==> src/rtl/simmem_pkg.sv <==
// ============================================================================
// Module      : simmem_pkg
// Description : Shared types, constants and helpers for the simulated memory
//               controller delay releaser.
// Revision    : 1.0 - initial release
// ============================================================================
`default_nettype none

package simmem_pkg;

    // Default width of a per-channel delay and of each slot countdown
    localparam int SimmemDefaultDelayWidth = 8;

    // Package-level counter width used for the shared delay type
    localparam int SimmemCounterWidth = SimmemDefaultDelayWidth;

    typedef logic [SimmemCounterWidth-1:0] delay_cnt_t;

    // Slot pointer increment with explicit wrap at cap-1 (cap need not be 2^n)
    function automatic int simmem_ptr_wrap_inc(input int ptr, input int cap);
        return (ptr == cap - 1) ? 0 : ptr + 1;
    endfunction

endpackage

`default_nettype wire

==> src/rtl/simmem_delay_releaser_if.sv <==
// ============================================================================
// Module      : simmem_delay_releaser_if
// Description : Per-channel request/response handshake bundle between the
//               upstream requester, the delay releaser and the memory banks.
//               Signal suffixes are from the releaser's point of view.
// Revision    : 1.0 - initial release
// ============================================================================
`default_nettype none

interface simmem_delay_releaser_if #(
    parameter int NumChannels = 2
);
    logic [NumChannels-1:0] req_valid_i;
    logic [NumChannels-1:0] req_ready_o;
    logic [NumChannels-1:0] req_valid_o;
    logic [NumChannels-1:0] req_ready_i;
    logic [NumChannels-1:0] resp_valid_i;
    logic [NumChannels-1:0] resp_last_i;
    logic [NumChannels-1:0] resp_ready_o;
    logic [NumChannels-1:0] resp_valid_o;
    logic [NumChannels-1:0] resp_ready_i;

    // Releaser side
    modport slave (
        input  req_valid_i, req_ready_i, resp_valid_i, resp_last_i, resp_ready_i,
        output req_ready_o, req_valid_o, resp_ready_o, resp_valid_o
    );

    // Environment side (requester + memory + response consumer)
    modport master (
        output req_valid_i, req_ready_i, resp_valid_i, resp_last_i, resp_ready_i,
        input  req_ready_o, req_valid_o, resp_ready_o, resp_valid_o
    );
endinterface

`default_nettype wire

==> src/rtl/simmem_delay_slot_fifo.sv <==
// ============================================================================
// Module      : simmem_delay_slot_fifo
// Description : One channel of the delay releaser: in-order slot table with a
//               countdown per outstanding request. The head response is
//               released only once its countdown has reached zero; only the
//               last beat of a burst frees the head slot.
//               Optional statistics: SIMMEM_DELAY_RELEASER_STATS_EN
// Revision    : 1.0 - initial release
// ============================================================================
`default_nettype none

module simmem_delay_slot_fifo
    import simmem_pkg::*;
#(
    parameter  int Capacity     = 16,
    parameter  int CounterWidth = SimmemDefaultDelayWidth,
    localparam int PTR_W        = $clog2(Capacity),
    localparam int CNT_W        = $clog2(Capacity + 1)
) (
    input  logic                    clk_i,
    input  logic                    rst_i,
    input  logic [CounterWidth-1:0] delay_i,
    input  logic                    req_valid_i,
    input  logic                    req_ready_i,
    output logic                    req_valid_o,
    output logic                    req_ready_o,
    input  logic                    resp_valid_i,
    input  logic                    resp_last_i,
    input  logic                    resp_ready_i,
    output logic                    resp_valid_o,
    output logic                    resp_ready_o,
    output logic                    unexpected_resp_o
`ifdef SIMMEM_DELAY_RELEASER_STATS_EN
    ,
    output logic [CNT_W-1:0]        outstanding_o,
    output logic [31:0]             stall_cycles_o
`endif
);

    logic [CounterWidth-1:0] slot_q [Capacity];
    logic [CounterWidth-1:0] slot_d [Capacity];
    logic [PTR_W-1:0]        head_q, head_d;
    logic [PTR_W-1:0]        tail_q, tail_d;
    logic [CNT_W-1:0]        count_q, count_d;
    logic                    unexpected_q, unexpected_d;

    logic                    full;
    logic                    empty;
    logic                    head_ok;
    logic                    alloc;
    logic                    release_head;
    logic [CounterWidth-1:0] alloc_value;

    assign full    = (count_q == CNT_W'(Capacity));
    assign empty   = (count_q == '0);
    assign head_ok = ~empty & (slot_q[head_q] == '0);

    assign req_valid_o  = req_valid_i & ~full;
    assign req_ready_o  = req_ready_i & ~full;
    assign resp_valid_o = resp_valid_i & head_ok;
    assign resp_ready_o = resp_ready_i & head_ok;

    assign alloc        = req_valid_i & req_ready_o;
    assign release_head = resp_valid_i & resp_ready_o & resp_last_i;

    // The slot holds D-1 on the first cycle after allocation, so it reaches
    // zero D cycles after the allocation cycle; D=0 is treated like D=1.
    assign alloc_value = (delay_i == '0) ? '0 : delay_i - CounterWidth'(1);

    assign unexpected_resp_o = unexpected_q;

    // Next-state: countdowns, pointers, occupancy and the sticky flag
    always_comb begin
        for (int i = 0; i < Capacity; i++) begin
            slot_d[i] = (slot_q[i] == '0) ? '0 : slot_q[i] - CounterWidth'(1);
        end
        if (alloc) begin
            slot_d[tail_q] = alloc_value;
        end

        tail_d = alloc ? PTR_W'(simmem_ptr_wrap_inc(int'(tail_q), Capacity)) : tail_q;
        head_d = release_head ? PTR_W'(simmem_ptr_wrap_inc(int'(head_q), Capacity)) : head_q;

        count_d = count_q;
        case ({alloc, release_head})
            2'b10:   count_d = count_q + CNT_W'(1);
            2'b01:   count_d = count_q - CNT_W'(1);
            default: count_d = count_q;
        endcase

        unexpected_d = unexpected_q | (resp_valid_i & empty);
    end

    // State registers with synchronous reset discarding all outstanding slots
    always_ff @(posedge clk_i) begin
        if (rst_i) begin
            for (int i = 0; i < Capacity; i++) begin
                slot_q[i] <= '0;
            end
            head_q       <= '0;
            tail_q       <= '0;
            count_q      <= '0;
            unexpected_q <= 1'b0;
        end else begin
            for (int i = 0; i < Capacity; i++) begin
                slot_q[i] <= slot_d[i];
            end
            head_q       <= head_d;
            tail_q       <= tail_d;
            count_q      <= count_d;
            unexpected_q <= unexpected_d;
        end
    end

`ifdef SIMMEM_DELAY_RELEASER_STATS_EN
    logic [31:0] stall_q, stall_d;

    assign outstanding_o  = count_q;
    assign stall_cycles_o = stall_q;

    // Saturating count of cycles where a response waits on an immature head
    always_comb begin
        stall_d = stall_q;
        if (resp_valid_i & ~head_ok & ~empty & (stall_q != '1)) begin
            stall_d = stall_q + 32'd1;
        end
    end

    // Stall counter register
    always_ff @(posedge clk_i) begin
        if (rst_i) begin
            stall_q <= '0;
        end else begin
            stall_q <= stall_d;
        end
    end
`endif

endmodule

`default_nettype wire

==> src/rtl/simmem_delay_releaser.sv <==
// ============================================================================
// Module      : simmem_delay_releaser
// Description : N-channel latency enforcer for the simulated memory
//               controller. Each channel independently delays its responses
//               by a runtime-programmable number of cycles after the request.
//               Optional statistics: SIMMEM_DELAY_RELEASER_STATS_EN
// Revision    : 1.0 - initial release
// ============================================================================
`default_nettype none

module simmem_delay_releaser
    import simmem_pkg::*;
#(
    parameter  int NumChannels  = 2,
    parameter  int Capacity     = 16,
    parameter  int CounterWidth = SimmemDefaultDelayWidth,
    localparam int CNT_W        = $clog2(Capacity + 1)
) (
    input  logic                                clk_i,
    input  logic                                rst_i,
    input  logic [NumChannels*CounterWidth-1:0] delay_i,
    simmem_delay_releaser_if.slave              bus,
    output logic [NumChannels-1:0]              unexpected_resp_o
`ifdef SIMMEM_DELAY_RELEASER_STATS_EN
    ,
    output logic [NumChannels*CNT_W-1:0]        outstanding_o,
    output logic [NumChannels*32-1:0]           stall_cycles_o
`endif
);

    for (genvar c = 0; c < NumChannels; c++) begin : g_chan
        simmem_delay_slot_fifo #(
            .Capacity     (Capacity),
            .CounterWidth (CounterWidth)
        ) u_fifo (
            .clk_i             (clk_i),
            .rst_i             (rst_i),
            .delay_i           (delay_i[c*CounterWidth +: CounterWidth]),
            .req_valid_i       (bus.req_valid_i[c]),
            .req_ready_i       (bus.req_ready_i[c]),
            .req_valid_o       (bus.req_valid_o[c]),
            .req_ready_o       (bus.req_ready_o[c]),
            .resp_valid_i      (bus.resp_valid_i[c]),
            .resp_last_i       (bus.resp_last_i[c]),
            .resp_ready_i      (bus.resp_ready_i[c]),
            .resp_valid_o      (bus.resp_valid_o[c]),
            .resp_ready_o      (bus.resp_ready_o[c]),
            .unexpected_resp_o (unexpected_resp_o[c])
`ifdef SIMMEM_DELAY_RELEASER_STATS_EN
            ,
            .outstanding_o     (outstanding_o[c*CNT_W +: CNT_W]),
            .stall_cycles_o    (stall_cycles_o[c*32 +: 32])
`endif
        );
    end

endmodule

`default_nettype wire

==> src/flat_wrapper.sv <==
// flat-port wrapper written by rule: the top's interface ports become plain ports
module simmem_delay_releaser_flat import simmem_pkg::*;
#(
    parameter  int NumChannels  = 2,
    parameter  int Capacity     = 16,
    parameter  int CounterWidth = SimmemDefaultDelayWidth,
    localparam int CNT_W        = $clog2(Capacity + 1)
)
  (clk_i, rst_i, delay_i, unexpected_resp_o, bus_req_valid_i, bus_req_ready_i, bus_resp_valid_i, bus_resp_last_i, bus_resp_ready_i, bus_req_ready_o, bus_req_valid_o, bus_resp_ready_o, bus_resp_valid_o);
  simmem_delay_releaser_if #(.NumChannels(NumChannels)) bus_i ();
  input  logic clk_i;
  input  logic rst_i;
  input  logic [NumChannels*CounterWidth-1:0] delay_i;
  output logic [NumChannels-1:0] unexpected_resp_o;
  input wire logic [$bits(bus_i.req_valid_i)-1:0] bus_req_valid_i;
  input wire logic [$bits(bus_i.req_ready_i)-1:0] bus_req_ready_i;
  input wire logic [$bits(bus_i.resp_valid_i)-1:0] bus_resp_valid_i;
  input wire logic [$bits(bus_i.resp_last_i)-1:0] bus_resp_last_i;
  input wire logic [$bits(bus_i.resp_ready_i)-1:0] bus_resp_ready_i;
  output wire logic [$bits(bus_i.req_ready_o)-1:0] bus_req_ready_o;
  output wire logic [$bits(bus_i.req_valid_o)-1:0] bus_req_valid_o;
  output wire logic [$bits(bus_i.resp_ready_o)-1:0] bus_resp_ready_o;
  output wire logic [$bits(bus_i.resp_valid_o)-1:0] bus_resp_valid_o;
  assign bus_i.req_valid_i = bus_req_valid_i;
  assign bus_i.req_ready_i = bus_req_ready_i;
  assign bus_i.resp_valid_i = bus_resp_valid_i;
  assign bus_i.resp_last_i = bus_resp_last_i;
  assign bus_i.resp_ready_i = bus_resp_ready_i;
  assign bus_req_ready_o = bus_i.req_ready_o;
  assign bus_req_valid_o = bus_i.req_valid_o;
  assign bus_resp_ready_o = bus_i.resp_ready_o;
  assign bus_resp_valid_o = bus_i.resp_valid_o;
  simmem_delay_releaser #(.NumChannels(NumChannels), .Capacity(Capacity), .CounterWidth(CounterWidth)) u_core (.clk_i(clk_i), .rst_i(rst_i), .delay_i(delay_i), .bus(bus_i), .unexpected_resp_o(unexpected_resp_o));
endmodule
==> config.mk <==
export PLATFORM = sky130hd
export DESIGN_NAME = simmem_delay_releaser_flat
export DESIGN_NICKNAME = d
export VERILOG_FILES = /design/src/rtl/simmem_pkg.sv /design/src/rtl/simmem_delay_releaser_if.sv /design/src/rtl/simmem_delay_slot_fifo.sv /design/src/rtl/simmem_delay_releaser.sv /design/src/flat_wrapper.sv
export SDC_FILE = /design/constraint.sdc
export NUM_CORES = 1
export LEC_CHECK = 0
export CORE_MARGIN = 1
export CORE_UTILIZATION = 30
export DETAILED_ROUTE_END_ITERATION = 16
export GPL_TIMING_DRIVEN = 0
export PLACE_DENSITY = 0.49
export SYNTH_ARGS = -nofsm -noshare
export SYNTH_HDL_FRONTEND = slang
export SYNTH_SLANG_ARGS = --single-unit
==> constraint.sdc <==
create_clock -name clk_i -period 4.2 [get_ports clk_i]
set_clock_uncertainty 0.1 [all_clocks]
set_input_delay 1.26 -clock clk_i [delete_from_list [all_inputs] [get_ports clk_i]]
set_output_delay 1.26 -clock clk_i [all_outputs]
set_load 0.01 [all_outputs]
==> impl_metrics.env, run 1 <==
export IMPL_placed_area_um2=16980
export IMPL_clk_pin_slew_ns=0.06
export IMPL_worstHoldPathType="flip-flop to flip-flop"
export IMPL_syn_nets=2141
export IMPL_leakagePower_nw=7.013
export IMPL_io_buffers=36
export IMPL_grt_max_degree=12
export IMPL_max_vdd_ir_drop_mv=0.2302
export IMPL_area_growth_syn_to_layout_pct=16.94
export IMPL_dp_slack_ns=-0.7463
export IMPL_setup_ws_ns=0.1388
export IMPL_use_met1_pct=24.87
export IMPL_fp_dieW_um=231.2
export IMPL_ys_seq_area_share_pct=37.09
export IMPL_required_ns=2.84
export IMPL_grtUsageTotal_pct=17.84
export IMPL_synthMuxAreaShare_pct=1.747
export IMPL_synth_ff_type="dfxtp_1"
export IMPL_fin_crit_sh_pct=96.70
export IMPL_die_height_um=231.2
export IMPL_synth_top_family_by_area="simple AND/OR/NAND/NOR gates"
export IMPL_grt_setup_unrepaired="no"
export IMPL_grt_pass1_wl_um=76040
export IMPL_crit_path_end_kind="primary output"
export IMPL_syn_mean_instance_area_um2=7.654
export IMPL_total_power_mw=14.58
export IMPL_slowest_delay_ns=0.55
export IMPL_rrSetupSlack_ns=0.17
export IMPL_final_min_clock_period_ns=4.061
export IMPL_ys_warn_count=0
export IMPL_vias=14816
export IMPL_clk_path_buf_depth=3
export IMPL_cts_tree="done"
export IMPL_ys_async_sr_fraction_pct=0
export IMPL_core_area_um2=51610
export IMPL_drtPass1Iterations=5
export IMPL_grt_busiest_layer="met2"
export IMPL_die_area_um2=53450
export IMPL_cts_made_buffers=37
export IMPL_route_antenna_remaining_nets=0
export IMPL_drive_gt1_share_pct=7.575
export IMPL_grt_use_met3_pct=2.362
export IMPL_max_cap_violations=0
export IMPL_overflow=0
export IMPL_grt_pass1_vias=13765
export IMPL_grt_use_met2_pct=28.57
export IMPL_setup_violations=0
export IMPL_setup_tns_ns=0
export IMPL_cts_root_buf="clkbuf_16"
export IMPL_synth_simple_area_share_pct=28.20
export IMPL_antenna_cells=0
export IMPL_synth_edff_count=0
export IMPL_crit_family="buffers and inverters"
export IMPL_postLayoutCoreUtil_pct=35.71
export IMPL_fmax_mhz=246.2
export IMPL_gp_congestion=0.8803
export IMPL_synthXorXnorAreaFrac_pct=6.058
export IMPL_syn_area_um2=15760
export IMPL_insertion_delay_ns=0.53
export IMPL_status="finished clean"
export IMPL_final_cells=2845
export IMPL_register_area_um2=5851
export IMPL_critPathLaunchType="flip-flop"
export IMPL_fin_area_um2=18430
export IMPL_drt_vias_per_instance=5.208
export IMPL_cts_max_level=2
export IMPL_drc=0
export IMPL_critPathArrivalTime_ns=2.70
export IMPL_timing_worst_slew_pin_value_ns=1.168
export IMPL_nFillCells=5422
export IMPL_path_buf_inv=3
export IMPL_syn_inst=2059
export IMPL_yosys_top_cells_area="dfxtp_1 37%, nor2_1 9.3%, a21oi_1 7.1%"
export IMPL_cellPowerDensity_nw_per_um2=791.0
export IMPL_synth_cell_types=62
export IMPL_synth_compound_gate_area_share_pct=17.21
export IMPL_synthAdderAreaFrac_pct=4.383
export IMPL_multiInputGateArea_um2=9345
export IMPL_cts_sinks=292
export IMPL_nets=2225
export IMPL_wl_per_cell_um=16.95
export IMPL_synth_seq_cells=292
export IMPL_cts_hold_buf=0
export IMPL_yosysTopAreaCell="dfxtp_1"
export IMPL_slew_viol_final=0
export IMPL_rows=83
export IMPL_hold_viol_final=0
export IMPL_drtIter0Drc=1055
export IMPL_cp_cell_sequence="inv_1 > a2111oi_1 > nor3_2 > nand4_2 > nand2_2 > and2_1 > buf_4 > dlygate4sd2_1"
export IMPL_drt_total_wl_um=48220
export IMPL_max_slew_margin_rel_pct=22.12
export IMPL_synth_top_cell_area_share_pct=37.09
export IMPL_worstSetupPathType="flip-flop to primary output"
export IMPL_critPathSlowestCell="a2111oi_1"
export IMPL_io_pins=38
export IMPL_fin_hold_ws_ns=0.3654
export IMPL_cp_max_fo=6
export IMPL_antenna_found_initial=0
export IMPL_placedCellCount=2775
export IMPL_initial_core_util_pct=30.53
export IMPL_dpl_hpwl_um=32630
[flip-flops by register name, indices dropped and copies added (netlist names), named ones only]
signal	count
u_core.g_chan.u_fifo.slot_q	256
u_core.g_chan.u_fifo.count_q	10
u_core.g_chan.u_fifo.head_q	8
u_core.g_chan.u_fifo.tail_q	8
u_core.g_chan.u_fifo.unexpected_resp_o	2
[area by class of cell]
| class | count | share of cell area, % |
|---|---|---|
| Multi-Input combinational cell | 1561 | 50.71 |
| Sequential cell | 292 | 31.75 |
| Clock buffer | 57 | 5.866 |
| Tap cell | 680 | 4.617 |
| Buffer | 99 | 2.417 |
| Timing Repair Buffer | 46 | 2.356 |
| Inverter | 106 | 2.159 |
| Clock inverter | 4 | 0.1290 |
[synthesized netlist by cell type (3+ instances only)]
cell type,number
inv_1,106
a21o_1,4
a31oi_1,12
nor3b_1,18
o31ai_1,15
nor3_1,212
buf_2,17
nor3_2,4
and3_1,8
nor2_1,390
o21ai_0,26
nand2b_1,18
ha_1,52
buf_4,11
nand3_1,31
or4_4,3
nor2b_1,14
xnor2_1,64
o31a_1,9
a311oi_1,6
nor4_2,3
or3_1,23
xor2_1,45
nand3b_1,9
clkbuf_1,71
a21oi_1,224
nand4_1,8
nor4_1,47
or2_2,4
mux2_2,12
dfxtp_1,292
a211oi_1,83
a22oi_1,42
and2_1,10
nand2_1,110
or4_1,9
mux2i_1,14
[where the power goes]
part | internal [mW] | switching, mW
logic | 3.15 | 3.83
clock network | 1.76 | 1.23
registers | 3.68 | 0.927
[layer usage]
metal,wire [um],vias to the layer above
li1,-,7419
met5,0,-
met2,21360,282
met4,1104,0
met3,1953,70
met1,23800,7045
[worst min-delay path, cell delays in order (launching register included)]
cell     delay, ns
dfxtp_1       0.32
a21oi_1       0.04
nor2_1        0.07
[placed cells by master, fill, tap and decap left out, types with 12 or more instances in the layout]
cell	instances
a211oi_1	83
a21oi_1	223
a22oi_1	41
a31oi_1	12
buf_2	17
buf_4	20
clkbuf_1	80
clkbuf_16	37
clkdlybuf4s50_1	32
dfxtp_1	290
ha_1	51
inv_1	106
mux2_2	12
mux2i_1	14
nand2_1	108
nand2b_1	18
nand3_1	31
nor2_1	388
nor2b_1	14
nor3_1	209
nor3b_1	18
nor4_1	29
nor4_2	15
o21ai_0	26
o31ai_1	14
or3_1	19
xnor2_1	64
xor2_1	45
[cells by family after synthesis]
family / after synthesis
AO/OA/AOI/OAI: 438
XOR/XNOR: 109
adder cells (fa/ha/maj): 54
buffers and inverters: 206
flip-flops: 292
multiplexers: 26
AND/OR/NAND/NOR: 934
[final timing paths]
kind / end / start / depth (start not counted)
worst max register to register: u_core.g_chan[1].u_fifo.count_q[4] / u_core.g_chan[1].u_fifo.slot_q[10][0] / 18
worst min-delay path: u_core.g_chan[1].u_fifo.unexpected_resp_o / u_core.g_chan[1].u_fifo.unexpected_resp_o / 2
worst min register to register: u_core.g_chan[1].u_fifo.unexpected_resp_o / u_core.g_chan[1].u_fifo.unexpected_resp_o / 2
worst max-delay path: bus_resp_ready_o[1] / flip-flop / 8
[repair_timing]
item,4_1_cts,5_1_grt
endpoints found under the hold margin,0,0
endpoints found under the setup margin,7,6
buffers inserted,8,2
resized for setup,47,11
pin swaps,7,5
No activity file was read; power rests on OpenSTA's default activity.
==> inputs of run 2 (changes only) <==
--- a/config.mk
+++ b/config.mk
@@ -8,7 +8,6 @@
 export CORE_MARGIN = 1
 export CORE_UTILIZATION = 30
 export DETAILED_ROUTE_END_ITERATION = 16
-export GPL_TIMING_DRIVEN = 0
 export PLACE_DENSITY = 0.49
 export SYNTH_ARGS = -nofsm -noshare
 export SYNTH_HDL_FRONTEND = slang
==> run 2 against run 1 <==
Against the previous run:
- combinational power decreased by 0.7%
- critical path depth unchanged
- via count decreased by 2.9%
- utilization increased by 0.20 points
- maximum frequency increased by 2.1%
- global-route usage decreased by 2.1 points
- setup slack improved by 0.084 ns
- register-to-register slack improved by 0.23 ns
- non-clock buffer count decreased by 28
- sequential share of layout area decreased by 0.21 points
- critical path type unchanged
- highest routed layer unchanged
==> impl_metrics.env, run 2 (synthesis gave the netlist of run 1 again) <==
export IMPL_grt_pass1_wl_um=69460
export IMPL_clk_path_buf_depth=3
export IMPL_cp_max_fo=8
export IMPL_status="finished clean"
export IMPL_seq_power_share_pct=31.2
export IMPL_io_pins=38
export IMPL_cts_sinks=292
export IMPL_io_buffers=37
export IMPL_r2r_start="u_core.g_chan[0].u_fifo.slot_q[2][1]"
export IMPL_route_antenna_remaining_nets=0
export IMPL_pwr_share_clk_pct=21.2
export IMPL_crit_family="simple AND/OR/NAND/NOR gates"
export IMPL_cts_root_buf="clkbuf_16"
export IMPL_nets=2195
export IMPL_largest_register="u_core.g_chan.u_fifo.slot_q"
export IMPL_gp_congestion=0.8305
export IMPL_final_min_clock_period_ns=3.977
export IMPL_max_cap_violations=0
export IMPL_drive_gt1_share_pct=9.457
export IMPL_timing_worst_slew_pin_value_ns=0.9972
export IMPL_grt_max_degree=96
export IMPL_multiInputGateArea_um2=9260
export IMPL_overflow=0
export IMPL_die_area_um2=53450
export IMPL_cts_max_level=2
export IMPL_p_comb_share_pct=47.6
export IMPL_wl_per_cell_um=14.97
export IMPL_worstHoldPathType="flip-flop to flip-flop"
export IMPL_setup_ws_ns=0.2228
export IMPL_grt_pass1_vias=13481
export IMPL_cts_tree="done"
export IMPL_slew_viol_final=0
export IMPL_largest_reg_flops=256
export IMPL_cp_cell_sequence="buf_4 > nand3_1 > a21oi_1 > nor3_1 > nand4_4 > nand2_2 > and2_1 > dlygate4sd2_1"
export IMPL_fin_crit_sh_pct=94.69
export IMPL_dp_slack_ns=0.1531
export IMPL_antenna_cells=0
export IMPL_nFillCells=5367
export IMPL_crit_path_end_kind="primary output"
export IMPL_register_area_um2=5846
export IMPL_setup_tns_ns=0
export IMPL_fmax_mhz=251.4
export IMPL_insertion_delay_ns=0.52
export IMPL_switching_share_pct=39.81
export IMPL_leakagePower_nw=7.159
export IMPL_antenna_found_initial=0
export IMPL_p_switching_mw=5.799
export IMPL_max_vdd_ir_drop_mv=0.2736
export IMPL_grt_setup_unrepaired="no"
export IMPL_drtIter0Drc=711
export IMPL_rows=83
export IMPL_final_cell_mix="381 x nor2_1, 292 x dfxtp_1, 218 x a21oi_1"
export IMPL_critPathArrivalTime_ns=2.62
export IMPL_die_height_um=231.2
export IMPL_drtPass1Iterations=5
export IMPL_slowest_delay_ns=0.58
export IMPL_worstSetupPathType="flip-flop to primary output"
export IMPL_path_buf_inv=2
export IMPL_min_from="u_core.g_chan[1].u_fifo.unexpected_resp_o"
export IMPL_critPathSlowestCell="dfxtp_1"
export IMPL_reg_top3="u_core.g_chan.u_fifo.slot_q x256, u_core.g_chan.u_fifo.count_q x10"
export IMPL_setup_violations=0
export IMPL_dpl_hpwl_um=27630
export IMPL_p_int_mw=8.766
export IMPL_vias=14380
export IMPL_area_growth_syn_to_layout_pct=17.61
export IMPL_max_slew_margin_rel_pct=32.58
export IMPL_critPathLaunchType="flip-flop"
export IMPL_clk_pin_slew_ns=0.06
export IMPL_cellPowerDensity_nw_per_um2=785.9
export IMPL_core_area_um2=51610
export IMPL_initial_core_util_pct=30.53
export IMPL_hold_viol_final=0
export IMPL_drt_total_wl_um=42150
export IMPL_drt_vias_per_instance=5.107
export IMPL_layout_commonest_cell="nor2_1"
export IMPL_drc=0
export IMPL_cts_made_buffers=35
export IMPL_fin_hold_ws_ns=0.3724
export IMPL_fp_dieW_um=231.2
export IMPL_grtUsageTotal_pct=15.78
export IMPL_required_ns=2.84
## run 2: repair_timing
item                                   4_1_cts  5_1_grt
pin swaps                                    5        0
resized for setup                           25        1
setup endpoints to repair                    4        2
buffers inserted                             3        0
endpoints found under the hold margin        0        0
hold buffers                                 0        0
## run 2: area by class of cell
cell class / count / area share (%)
Clock inverter: 6 / 0.4321
Timing Repair Buffer: 117 / 5.502
Clock buffer: 54 / 5.826
Tap cell: 680 / 4.591
Multi-Input combinational cell: 1561 / 49.96
Sequential cell: 292 / 31.54
Inverter: 106 / 2.147
## run 2: metal layers
layer / vias up / global-route usage (%) / part of all wire, %
met5: - / 0 / 0
met4: 0 / 4.243 / 1.8
met3: 52 / 2.079 / 3.4
met2: 206 / 25.58 / 45
met1: 6755 / 21.86 / 50
li1: 7367 / - / -
## run 2: tightest hold or removal path, cell delays in order, from the launching register on
cell	delay [ns]
dfxtp_1	0.33
a21oi_1	0.04
nor2_1	0.07
## run 2: power groups by stage
stage                     clock network, mW  registers [mW]  logic, mW
after floorplan                           0            4.37       5.59
after global placement                    0            4.54       6.74
after detailed placement                  0            4.56       6.83
after CTS                              3.20            4.53       6.98
after global routing                   3.31            4.69       7.99
final                                  3.08            4.55       6.93
## run 2: path summary, 6_finish.rpt
path | depth (start not counted) | slack [ns] | endpoint
max | 8 | 0.22 | bus_resp_ready_o[1]
min | 2 | 0.37 | u_core.g_chan[1].u_fifo.unexpected_resp_o
max reg2reg | 15 | 0.40 | u_core.g_chan[0].u_fifo.count_q[4]
min reg2reg | 2 | 0.37 | u_core.g_chan[1].u_fifo.unexpected_resp_o
## run 2: stage by stage
stage                     total power [mW]  util, %  area [um2]  std cells
after global placement               11.28    33.40       17240       2753
final                                14.57    35.91       18530       2816
after floorplan                      9.961        -       15760       2059
after detailed placement             11.39    33.40       17240       2753
after CTS                            14.71    35.90       18530       2816
after global routing                 16.00    35.91       18530       2816
